===== config.mk =====
export PLATFORM = sky130hd
export DESIGN_NAME = solar_sensor_frontend_flat
export DESIGN_NICKNAME = d
export VERILOG_FILES = /design/src/rtl/solar_pkg.sv /design/src/rtl/solar_sensor_frontend_if.sv /design/src/rtl/sensor_avg_acc.sv /design/src/rtl/solar_sensor_frontend.sv /design/src/flat_wrapper.sv
export SDC_FILE = /design/constraint.sdc
export NUM_CORES = 1
export LEC_CHECK = 0
export CAP_MARGIN = 20
export CORE_MARGIN = 3
export CORE_UTILIZATION = 54
export CTS_CLUSTER_DIAMETER = 120
export CTS_CLUSTER_SIZE = 8
export DETAILED_ROUTE_END_ITERATION = 12
export HOLD_SLACK_MARGIN = 0.05
export PLACE_DENSITY = 0.77
export SLEW_MARGIN = 40
export SYNTH_ARGS = -nofsm -noshare
export SYNTH_HDL_FRONTEND = slang
export SYNTH_HIERARCHICAL = 1
export SYNTH_SLANG_ARGS = --single-unit

===== constraint.sdc =====
create_clock -name clk -period 2.05 [get_ports clk]
set_input_delay 0.205 -clock clk [delete_from_list [all_inputs] [get_ports clk]]
set_output_delay 0.205 -clock clk [all_outputs]
set_load 0.005 [all_outputs]

===== src/rtl/solar_pkg.sv =====
// -----------------------------------------------------------------------------
// solar_pkg
// Shared definitions for the solar controller sensor path.
//   - state_e        : sensor front-end FSM encoding
//   - CH_GH / CH_SOL : ADC channel codes (greenhouse / solar collector)
//   - ADC_W          : width of one ADC conversion result
//   - DEF_INIT_TEMP  : power-on greenhouse temperature, chosen so the
//                      downstream controller starts inside its idle band
//   - DEF_HYST       : margin (ADC counts) needed to declare solar hotter
// -----------------------------------------------------------------------------
package solar_pkg;

  localparam int ADC_W = 8;

  typedef enum logic [2:0] {
    ST_IDLE     = 3'd0,
    ST_REQ_GH   = 3'd1,
    ST_WAIT_GH  = 3'd2,
    ST_REQ_SOL  = 3'd3,
    ST_WAIT_SOL = 3'd4,
    ST_UPDATE   = 3'd5
  } state_e;

  localparam logic CH_GH  = 1'b0;
  localparam logic CH_SOL = 1'b1;

  localparam int DEF_INIT_TEMP = 80;
  localparam int DEF_HYST      = 3;

endpackage


===== src/rtl/solar_sensor_frontend_if.sv =====
// -----------------------------------------------------------------------------
// solar_sensor_frontend_if
// Bundles the ADC handshake and the published sensor results.
//   ADC side      : adc_start, adc_ch (out of front-end), adc_done, adc_data (in)
//   Consumer side : tsgh, ts_g_tsgh, valid, sensor_fault (out of front-end)
// Modports:
//   master : the sensor front-end
//   slave  : the ADC model / consumer
// -----------------------------------------------------------------------------
interface solar_sensor_frontend_if;
  import solar_pkg::*;

  logic             adc_start;
  logic             adc_ch;
  logic             adc_done;
  logic [ADC_W-1:0] adc_data;
  logic [ADC_W-1:0] tsgh;
  logic             ts_g_tsgh;
  logic             valid;
  logic             sensor_fault;

  modport master (
    output adc_start, adc_ch, tsgh, ts_g_tsgh, valid, sensor_fault,
    input  adc_done, adc_data
  );

  modport slave (
    input  adc_start, adc_ch, tsgh, ts_g_tsgh, valid, sensor_fault,
    output adc_done, adc_data
  );

endinterface


===== src/rtl/sensor_avg_acc.sv =====
// -----------------------------------------------------------------------------
// sensor_avg_acc
// Per-channel block accumulator with truncating average.
// Ports:
//   clk, rst : clock, synchronous active-high reset (clears the sum)
//   add_i    : add data_i to the running sum this cycle
//   clr_i    : clear the running sum (wins over add_i)
//   data_i   : sample to accumulate
//   avg_o    : sum >> AVG_LOG2 (combinational view of the registered sum)
// The sum is DATA_W+AVG_LOG2 bits, enough for 2^AVG_LOG2 full-scale samples.
// -----------------------------------------------------------------------------
module sensor_avg_acc #(
  parameter int DATA_W   = 8,
  parameter int AVG_LOG2 = 2
) (
  input  logic              clk,
  input  logic              rst,
  input  logic              add_i,
  input  logic              clr_i,
  input  logic [DATA_W-1:0] data_i,
  output logic [DATA_W-1:0] avg_o
);

  localparam int ACC_W = DATA_W + AVG_LOG2;

  logic [ACC_W-1:0] acc_q;
  logic [ACC_W-1:0] acc_d;

  always_comb begin
    acc_d = acc_q;
    if (clr_i) begin
      acc_d = '0;
    end else if (add_i) begin
      acc_d = acc_q + ACC_W'(data_i);
    end
  end

  always_ff @(posedge clk) begin
    if (rst) begin
      acc_q <= '0;
    end else begin
      acc_q <= acc_d;
    end
  end

  // Dropping the low AVG_LOG2 bits is the truncating divide.
  assign avg_o = acc_q[ACC_W-1:AVG_LOG2];

endmodule


===== src/rtl/solar_sensor_frontend.sv =====
// -----------------------------------------------------------------------------
// solar_sensor_frontend
// Polls a shared ADC for the greenhouse and solar-collector channels, averages
// 2^AVG_LOG2 sample pairs per channel and publishes the averaged greenhouse
// temperature plus a hysteretic "solar hotter than greenhouse" flag.
// Ports:
//   clk  : system clock
//   rst  : synchronous reset, active-high
//   bus  : solar_sensor_frontend_if.master
//          adc_start/adc_ch/adc_done/adc_data : ADC start/done handshake
//          tsgh/ts_g_tsgh                     : registered results
//          valid                              : one-cycle pulse with new results
//          sensor_fault                       : ADC timeout indicator
// Optional feature (macro SENSOR_TIMEOUT_EN): abandon a conversion after
// TIMEOUT_CYC cycles in a WAIT state, discard the block and raise a sticky
// sensor_fault that the next successful update clears. Without the macro the
// WAIT states wait indefinitely and sensor_fault is tied low.
// -----------------------------------------------------------------------------
module solar_sensor_frontend
  import solar_pkg::*;
#(
  parameter int DATA_W        = ADC_W,
  parameter int SAMPLE_PERIOD = 1000,
  parameter int AVG_LOG2      = 2,
  parameter int HYST          = DEF_HYST,
  parameter int INIT_TEMP     = DEF_INIT_TEMP,
  parameter int TIMEOUT_CYC   = 255
) (
  input  logic                    clk,
  input  logic                    rst,
  solar_sensor_frontend_if.master bus
);

  localparam int PER_W   = (SAMPLE_PERIOD > 2) ? $clog2(SAMPLE_PERIOD) : 1;
  localparam int CNT_W   = AVG_LOG2 + 1;
  localparam logic [CNT_W-1:0] SAMPLES = CNT_W'(1 << AVG_LOG2);

  // Elaboration-time parameter sanity.
  if (SAMPLE_PERIOD < 2) begin : g_bad_period
    $error("SAMPLE_PERIOD must be at least 2");
  end
  if (AVG_LOG2 < 0 || AVG_LOG2 > 4) begin : g_bad_avg
    $error("AVG_LOG2 must be in 0..4");
  end
  if (TIMEOUT_CYC < 1) begin : g_bad_timeout
    $error("TIMEOUT_CYC must be at least 1");
  end

  // Set when idle, clear when sol <= gh; the set test is widened to 9 bits
  // so gh + HYST cannot wrap past 255.
  function automatic logic next_flag(input logic cur,
                                     input logic [DATA_W-1:0] gh,
                                     input logic [DATA_W-1:0] sol);
    logic [DATA_W:0] thr;
    thr = {1'b0, gh} + (DATA_W+1)'(HYST);
    if (!cur) begin
      return ({1'b0, sol} > thr);
    end
    return (sol > gh);
  endfunction

  state_e            state_q, state_d;
  logic [PER_W-1:0]  per_q, per_d;
  logic [CNT_W-1:0]  cnt_q, cnt_d;
  logic [DATA_W-1:0] tsgh_q, tsgh_d;
  logic              flag_q, flag_d;
  logic              valid_q, valid_d;

  logic              gh_add, sol_add, acc_clr;
  logic [DATA_W-1:0] avg_gh, avg_sol;
  logic              adc_start, adc_ch;

`ifdef SENSOR_TIMEOUT_EN
  localparam int WCNT_W = $clog2(TIMEOUT_CYC + 1);
  logic [WCNT_W-1:0] wcnt_q, wcnt_d;
  logic              fault_q, fault_d;
`endif

  sensor_avg_acc #(.DATA_W(DATA_W), .AVG_LOG2(AVG_LOG2)) u_acc_gh (
    .clk    (clk),
    .rst    (rst),
    .add_i  (gh_add),
    .clr_i  (acc_clr),
    .data_i (bus.adc_data),
    .avg_o  (avg_gh)
  );

  sensor_avg_acc #(.DATA_W(DATA_W), .AVG_LOG2(AVG_LOG2)) u_acc_sol (
    .clk    (clk),
    .rst    (rst),
    .add_i  (sol_add),
    .clr_i  (acc_clr),
    .data_i (bus.adc_data),
    .avg_o  (avg_sol)
  );

  always_comb begin
    state_d   = state_q;
    per_d     = per_q;
    cnt_d     = cnt_q;
    tsgh_d    = tsgh_q;
    flag_d    = flag_q;
    valid_d   = 1'b0;
    gh_add    = 1'b0;
    sol_add   = 1'b0;
    acc_clr   = 1'b0;
    adc_start = 1'b0;
    adc_ch    = CH_GH;
`ifdef SENSOR_TIMEOUT_EN
    wcnt_d    = '0;
    fault_d   = fault_q;
`endif

    case (state_q)
      ST_IDLE: begin
        if (per_q == PER_W'(SAMPLE_PERIOD - 1)) begin
          per_d   = '0;
          state_d = ST_REQ_GH;
        end else begin
          per_d = per_q + PER_W'(1);
        end
      end

      ST_REQ_GH: begin
        adc_start = 1'b1;
        adc_ch    = CH_GH;
        state_d   = ST_WAIT_GH;
      end

      ST_WAIT_GH: begin
        adc_ch = CH_GH;
        if (bus.adc_done) begin
          gh_add  = 1'b1;
          state_d = ST_REQ_SOL;
        end
`ifdef SENSOR_TIMEOUT_EN
        else if (wcnt_q == WCNT_W'(TIMEOUT_CYC - 1)) begin
          fault_d = 1'b1;
          acc_clr = 1'b1;
          cnt_d   = '0;
          state_d = ST_IDLE;
        end else begin
          wcnt_d = wcnt_q + WCNT_W'(1);
        end
`endif
      end

      ST_REQ_SOL: begin
        adc_start = 1'b1;
        adc_ch    = CH_SOL;
        state_d   = ST_WAIT_SOL;
      end

      ST_WAIT_SOL: begin
        adc_ch = CH_SOL;
        if (bus.adc_done) begin
          sol_add = 1'b1;
          cnt_d   = cnt_q + CNT_W'(1);
          state_d = (cnt_q + CNT_W'(1) == SAMPLES) ? ST_UPDATE : ST_IDLE;
        end
`ifdef SENSOR_TIMEOUT_EN
        else if (wcnt_q == WCNT_W'(TIMEOUT_CYC - 1)) begin
          fault_d = 1'b1;
          acc_clr = 1'b1;
          cnt_d   = '0;
          state_d = ST_IDLE;
        end else begin
          wcnt_d = wcnt_q + WCNT_W'(1);
        end
`endif
      end

      ST_UPDATE: begin
        tsgh_d  = avg_gh;
        flag_d  = next_flag(flag_q, avg_gh, avg_sol);
        valid_d = 1'b1;
        acc_clr = 1'b1;
        cnt_d   = '0;
        state_d = ST_IDLE;
`ifdef SENSOR_TIMEOUT_EN
        fault_d = 1'b0;
`endif
      end

      default: state_d = ST_IDLE;
    endcase
  end

  always_ff @(posedge clk) begin
    if (rst) begin
      state_q <= ST_IDLE;
      per_q   <= '0;
      cnt_q   <= '0;
      tsgh_q  <= DATA_W'(INIT_TEMP);
      flag_q  <= 1'b0;
      valid_q <= 1'b0;
    end else begin
      state_q <= state_d;
      per_q   <= per_d;
      cnt_q   <= cnt_d;
      tsgh_q  <= tsgh_d;
      flag_q  <= flag_d;
      valid_q <= valid_d;
    end
  end

`ifdef SENSOR_TIMEOUT_EN
  always_ff @(posedge clk) begin
    if (rst) begin
      wcnt_q  <= '0;
      fault_q <= 1'b0;
    end else begin
      wcnt_q  <= wcnt_d;
      fault_q <= fault_d;
    end
  end

  assign bus.sensor_fault = fault_q;
`else
  assign bus.sensor_fault = 1'b0;
`endif

  assign bus.adc_start = adc_start;
  assign bus.adc_ch    = adc_ch;
  assign bus.tsgh      = tsgh_q;
  assign bus.ts_g_tsgh = flag_q;
  assign bus.valid     = valid_q;

endmodule


===== src/flat_wrapper.sv =====
// flat-port wrapper written by rule: the top's interface ports become plain ports
module solar_sensor_frontend_flat import solar_pkg::*;
#(
  parameter int DATA_W        = ADC_W,
  parameter int SAMPLE_PERIOD = 1000,
  parameter int AVG_LOG2      = 2,
  parameter int HYST          = DEF_HYST,
  parameter int INIT_TEMP     = DEF_INIT_TEMP,
  parameter int TIMEOUT_CYC   = 255
)
  (clk, rst, bus_adc_start, bus_adc_ch, bus_tsgh, bus_ts_g_tsgh, bus_valid, bus_sensor_fault, bus_adc_done, bus_adc_data);
  solar_sensor_frontend_if bus_i ();
  input  logic clk;
  input  logic rst;
  output wire logic [$bits(bus_i.adc_start)-1:0] bus_adc_start;
  output wire logic [$bits(bus_i.adc_ch)-1:0] bus_adc_ch;
  output wire logic [$bits(bus_i.tsgh)-1:0] bus_tsgh;
  output wire logic [$bits(bus_i.ts_g_tsgh)-1:0] bus_ts_g_tsgh;
  output wire logic [$bits(bus_i.valid)-1:0] bus_valid;
  output wire logic [$bits(bus_i.sensor_fault)-1:0] bus_sensor_fault;
  input wire logic [$bits(bus_i.adc_done)-1:0] bus_adc_done;
  input wire logic [$bits(bus_i.adc_data)-1:0] bus_adc_data;
  assign bus_adc_start = bus_i.adc_start;
  assign bus_adc_ch = bus_i.adc_ch;
  assign bus_tsgh = bus_i.tsgh;
  assign bus_ts_g_tsgh = bus_i.ts_g_tsgh;
  assign bus_valid = bus_i.valid;
  assign bus_sensor_fault = bus_i.sensor_fault;
  assign bus_i.adc_done = bus_adc_done;
  assign bus_i.adc_data = bus_adc_data;
  solar_sensor_frontend #(.DATA_W(DATA_W), .SAMPLE_PERIOD(SAMPLE_PERIOD), .AVG_LOG2(AVG_LOG2), .HYST(HYST), .INIT_TEMP(INIT_TEMP), .TIMEOUT_CYC(TIMEOUT_CYC)) u_core (.clk(clk), .rst(rst), .bus(bus_i));
endmodule

==> impl_metrics.ini, run 1 <==
[status]
status = finished clean

[placement]
placed_cell_area_mm2 = 0.003647
pre_cts_ws_ns = -0.3086
port_buffers = 22
dp_hpwl_um = 5730
gp_congestion = 0.9085
place_inst = 490

[route]
drt_pass1_iterations = 4
num_vias = 2906
final_antenna_net_count = 0
vias_per_cell = 5.812
drtIter0Drc = 132
post_drt_wl_per_cell_um = 15.04
wl_um = 7522
post-route-drc-count = 0

[worst_setup_path]
crit_path_start_kind = flop
critPathRequiredTime_ns = 2.26
timing.rr.start = u_core/u_acc_sol/acc_q[0]
rr_endpoint = u_core/u_acc_sol/acc_q[6]
crit_type = flop to flop
r2r_slack_ns = 0.08
path_max_fanout = 3
reg2reg_depth = 8
critPathArrivalTime_ns = 2.18
cp-startpoint = u_core/u_acc_sol/acc_q[0]
critPathCaptureType = flop

[cells_and_area]
layout.nets = 476
finalNonFillerCells = 500
diodes = 0
drive_gt1_frac = 0.1682
stdcell_area_mm2 = 0.003781
area_delta_synth_final_pct = 14.60

[synth]
post-synth-top-area-cell = dfxtp_1
syn_area_per_cell_um2 = 8.417
synth_warnings = 6
ys_async_sr_fraction = 0
synth-edff-count = 0
synthCells = 392
syn_area_mm2 = 0.003299
syn_nets = 441
seq_area_frac_synth = 0.2791
netlist.area_leader.share = 0.2791
ys_seq_elements = 46
synthFlopType = dfxtp_1
synth.distinct_cells = 59
synth_area_leaders = dfxtp_1 28%, ha_1 14%, a21oi_1 5.2%

[clock_tree]
clock_sinks = 46
root_buffer = clkbuf_8
cts_tree = yes
cts_buffer_depth = 2
clock_latency_ns = 0.31
htree_levels = 2
cts_buffers = 5
cts_hold_buf = 0
clk_pin_slew_ns = 0.09

[die]
dieArea_mm2 = 0.007084
fp.dieH_um = 84.17
core-area_mm2 = 0.005709
die_x_um = 84.17
start_util = 0.5779
rows = 27
io_pins = 24

[sta]
finalClockSkew_ns = 0.01100
layout_setup_ws_ns = 0.07626
fmax_mhz = 506.7
hold_viol = 0
setup_viol = 0
slew_violations = 0
fin_crit_sh = 0.9628
hold_ws_ns = 0.3302
finalCriticalPeriod_ns = 1.974

[worst_hold_path]
whs_endpoint = u_core/u_acc_sol/acc_q[0]
min-delay-start = bus_adc_data[0]
hp-class = primary input to flop
hold_depth = 4

[power]
max-vdd-ir-drop_mv = 0.2630
p_leak_uw = 0.001539
power_density_mw_per_mm2 = 427.5
report.power.total_uw = 1617

[flow_run]
maxCapViolCount = 0

[global_route]
grt_pass1_vias = 2733
grt.overflow.total = 0
grt_max_degree = 23
grt.total_usage = 0.2137
grt_pass1_wl_um = 12510
antenna_found_initial = 0
[area by class of cell]
cell class	instances	area, µm²
fill	491	1928
sequential	46	924.6
inverter	25	93.84
multi-input combinational	289	2069
tap	72	90.09
timing repair buffer	60	510.5
clock inverter	3	23.77
clock buffer	5	68.82
[state kept, by name, summed over array words and instances (netlist names)]
register	flops
u_core/cnt_q	3
u_core/bus.tsgh	8
u_core/bus.ts_g_tsgh	1
u_core/u_acc_gh/acc_q	10
u_core/bus.valid	1
u_core/per_q	10
u_core/state_q	3
u_core/u_acc_sol/acc_q	10
[worst max path at each step]
stage,end,cells past startpoint
floorplan,u_core/u_acc_gh/acc_q[6],9
global placement,u_core/u_acc_sol/acc_q[6],9
detailed placement,u_core/u_acc_sol/acc_q[6],9
CTS,u_core/u_acc_sol/acc_q[6],9
global route,u_core/u_acc_sol/acc_q[6],8
finish,u_core/u_acc_sol/acc_q[6],8
[worst max-delay path, stage by stage, from the launching register on]
cell and delay, ns:
dfxtp_2 0.34, ha_2 0.17, inv_1 0.06, fa_2 0.38
nor2b_4 0.13, o31a_1 0.16, o21a_1 0.21, mux2i_1 0.11
a311o_1 0.31
[through the flow]
step                  util     TNS, ns
finish              0.6623           0
global route        0.6623  -0.0009708
CTS                 0.6559           0
detailed placement  0.6388      -1.086
global placement    0.6388     -0.7926
floorplan                -           0
[routing by layer]
metal / GRT usage / share of wire / vias up
li1: - / - / 1471
met1: 0.2815 / 0.45 / 1363
met2: 0.3687 / 0.49 / 66
met3: 0.03533 / 0.050 / 6
met4: 0.04386 / 0.0081 / 0
met5: 0 / 0 / -
[cell usage in the layout (no fill, tap or decap), types with 3 or more instances in the layout]
cell	n
nand2_1	35
nand4_1	8
nor3_2	5
nor3_1	12
xnor2_1	11
xor2_1	3
clkdlybuf4s50_1	20
nand3b_1	3
clkbuf_8	5
nand4b_1	3
inv_1	25
dfxtp_2	3
nand3_1	15
dfxtp_1	43
o21a_1	6
buf_4	38
mux2i_1	10
or3_1	6
o21ai_0	14
a21oi_1	34
a311oi_1	3
o31ai_1	5
or2_2	3
a211oi_1	5
and3_1	3
ha_1	34
nor2_1	21
nor2b_1	3
o211ai_1	3
[cell usage after synthesis (all sizes together), types with 2 or more instances]
cell type	instances
or4	2
nand4b	3
mux2i	10
o41ai	3
o22ai	2
nor2b	5
dfxtp	46
ha	36
nor2	21
buf	26
o21a	6
and2b	2
nor3b	2
or2	3
o31a	2
o211ai	3
xnor2	11
or3	7
nand4	8
a311oi	3
inv	25
and3	3
a41oi	2
a211oi	5
a31oi	2
nor3	17
o21ai	15
o31ai	5
clkbuf	6
nand2	35
nand3b	3
a21o	2
nand3	15
nand2b	2
a31o	2
o211a	2
and2	2
fa	2
xor2	3
a21oi	34
[cells by family (layout without fill, tap and decap cells)]
group                      count (synthesis)  in the layout  share of synthesized area
AOI/OAI and AO/OA                         94             94                     0.1896
xor gates and xnor gates                  14             14                    0.03716
adders and majority gates                 38             38                     0.1487
buffers and inverters                     57             93                    0.09898
DFF                                       46             46                     0.2791
muxes                                     10             10                    0.03034
other                                      1              1                   0.001137
and+or+nand+nor                          132            132                     0.2150
[power breakdown]
group / switching [µW] / internal, µW
sequential: 6.90 / 898
combinational: 61.9 / 57.1
clock: 348 / 244
[repair_timing]
| item | in CTS | in global routing |
|---|---|---|
| pin swaps | 0 | 4 |
| gates resized for setup | 1 | 10 |
| buffers inserted | 0 | 2 |
| setup endpoints to repair | 1 | 3 |
No activity file was read; power rests on OpenSTA's default activity.
==> run 2, diff against run 1 <==
--- a/config.mk
+++ b/config.mk
@@ -18,3 +18,4 @@
 export SYNTH_HDL_FRONTEND = slang
 export SYNTH_HIERARCHICAL = 1
 export SYNTH_SLANG_ARGS = --single-unit
+export TNS_END_PERCENT = 5
==> impl_metrics.ini, run 2 (same netlist as run 1, synthesis figures left out) <==
[status]
status = finished clean

[route]
drtIter0Drc = 182
post-route-drc-count = 0
wl_um = 7474
drt_pass1_iterations = 4
num_vias = 2902
vias_per_cell = 5.827
final_antenna_net_count = 0
post_drt_wl_per_cell_um = 15.01

[die]
dieArea_mm2 = 0.007084
start_util = 0.5779
core-area_mm2 = 0.005709
die_x_um = 84.17
rows = 27
io_pins = 24
fp.dieH_um = 84.17

[power]
p_leak_uw = 0.001518
power_density_mw_per_mm2 = 430.3
internal_power_uw = 1200
seqPwrFrac = 0.559
clock_power_share = 0.368
max-vdd-ir-drop_mv = 0.2629
p_sw_uw = 419.1
sw_frac_of_total = 0.2589
combPwrFrac = 0.073
report.power.total_uw = 1619

[global_route]
grt_pass1_vias = 2733
gr-usage-met3 = 0.03533
antenna_found_initial = 0
grt_max_degree = 23
grt.overflow.total = 0
grt.total_usage = 0.2137
top_usage_layer = met2
grt_use_met1 = 0.2815
grt_pass1_wl_um = 12510
gr-usage-met2 = 0.3687

[sta]
fmax_mhz = 499.8
setup_viol = 0
finalCriticalPeriod_ns = 2.001
hold_viol = 0
finalClockSkew_ns = 0.01212
slew_violations = 0
fin_crit_sh = 0.9760
rsz0062_at_grt = true

[worst_setup_path]
critPathRequiredTime_ns = 2.26
path_max_fanout = 3
crit_type = primary input to flop
critPathCaptureType = flop
crit_path_start_kind = primary input
critPathArrivalTime_ns = 2.21

[clock_tree]
clk_pin_slew_ns = 0.10
post-cts-setup-buffers = 0
root_buffer = clkbuf_8
cts_buffers = 5
cts_buffer_depth = 2
htree_levels = 2
cts_tree = yes
clock_sinks = 46
clock_latency_ns = 0.31

[cells_and_area]
drive_gt1_frac = 0.1620
layout.nets = 474
final_cell_mix = 44 x dfxtp_1, 36 x buf_4, 35 x nand2_1
diodes = 0
multi_input_area_mm2 = 0.002069
area_delta_synth_final_pct = 14.03
top_regs = u_core/per_q: 10 flops, u_core/u_acc_gh/acc_q: 10 flops, u_core/u_acc_sol/acc_q: 10 flops
fillCellCount = 492
finalNonFillerCells = 498
final_common_cell = dfxtp_1
seqCellArea_um2 = 923.4

[flow_run]
maxCapViolCount = 0

[placement]
port_buffers = 22
place_inst = 490
gp_congestion = 0.9085
dp_hpwl_um = 5730

[worst_hold_path]
hp-class = flop to flop
run 2: cell count changes in the layout (fill, tap and decap cells not counted):
cell             before  now
dfxtp_1              43   44
buf_4                38   36
clkdlybuf4s50_1      20   21
dfxtp_2               3    2
dlymetal6s2s_1        2    1
run 2: critical path, cell delays in order:
cell             delay [ns]
clkdlybuf4s50_1        0.49
ha_2                   0.19
inv_1                  0.05
fa_2                   0.36
nor2b_4                0.13
o31a_1                 0.15
o21a_1                 0.21
mux2i_1                0.11
a311o_1                0.31
run 2: layout make-up:
type                       instances  share of cell area
clock buffer                       5             0.01829
sequential                        46              0.2454
inverter                          25             0.02494
clock inverter                     3            0.006319
multi-input combinational        289              0.5500
tap                               72             0.02394
timing repair buffer              58              0.1310
run 2: power by group through the flow:
| stage | clock network, µW | logic (µW) | registers, µW |
|---|---|---|---|
| after global routing | 648 | 130 | 907 |
| final | 595 | 119 | 905 |
| after global placement | 0 | 114 | 926 |
| after floorplan | 0 | 66.8 | 924 |
| after CTS | 606 | 118 | 905 |
| after detailed placement | 0 | 117 | 926 |
run 2: path summary, 6_finish.rpt:
path                             from                        end  slack [ns]  cells past startpoint
min reg2reg        u_core/bus.tsgh[2]         u_core/bus.tsgh[2]        0.46                      2
max reg2reg  u_core/u_acc_gh/acc_q[2]   u_core/u_acc_gh/acc_q[8]        0.09                      7
max                   bus_adc_data[0]  u_core/u_acc_sol/acc_q[6]        0.05                      9
min                u_core/bus.tsgh[2]         u_core/bus.tsgh[2]        0.46                      2
run 2: metal layers:
layer	vias to the layer above	routed length (µm)
met5	-	0
met4	0	61
met3	6	362
met2	68	3589
met1	1362	3461
li1	1466	-
run 2: timing repair:
item / 4_1_cts / 5_1_grt
hold buffers: 0 / 0
pin swaps: 0 / 1
gates cloned: 0 / 0
resized for setup: 1 / 8
setup endpoints to repair: 1 / 3
run 2: per-stage QoR:
stage	instance area (µm²)	hold WS [ns]	setup WS, ns	TNS, ns	utilization
finish	3762	0.4566	0.04923	0	0.6590
global placement	3647	0.4427	-0.2491	-0.7926	0.6388
global route	3762	0.4828	-0.03263	-0.03263	0.6590
floorplan	3299	0.2859	0.03822	0	-
detailed placement	3647	0.4473	-0.3086	-1.086	0.6388
CTS	3745	0.4604	0.007786	0	0.6559
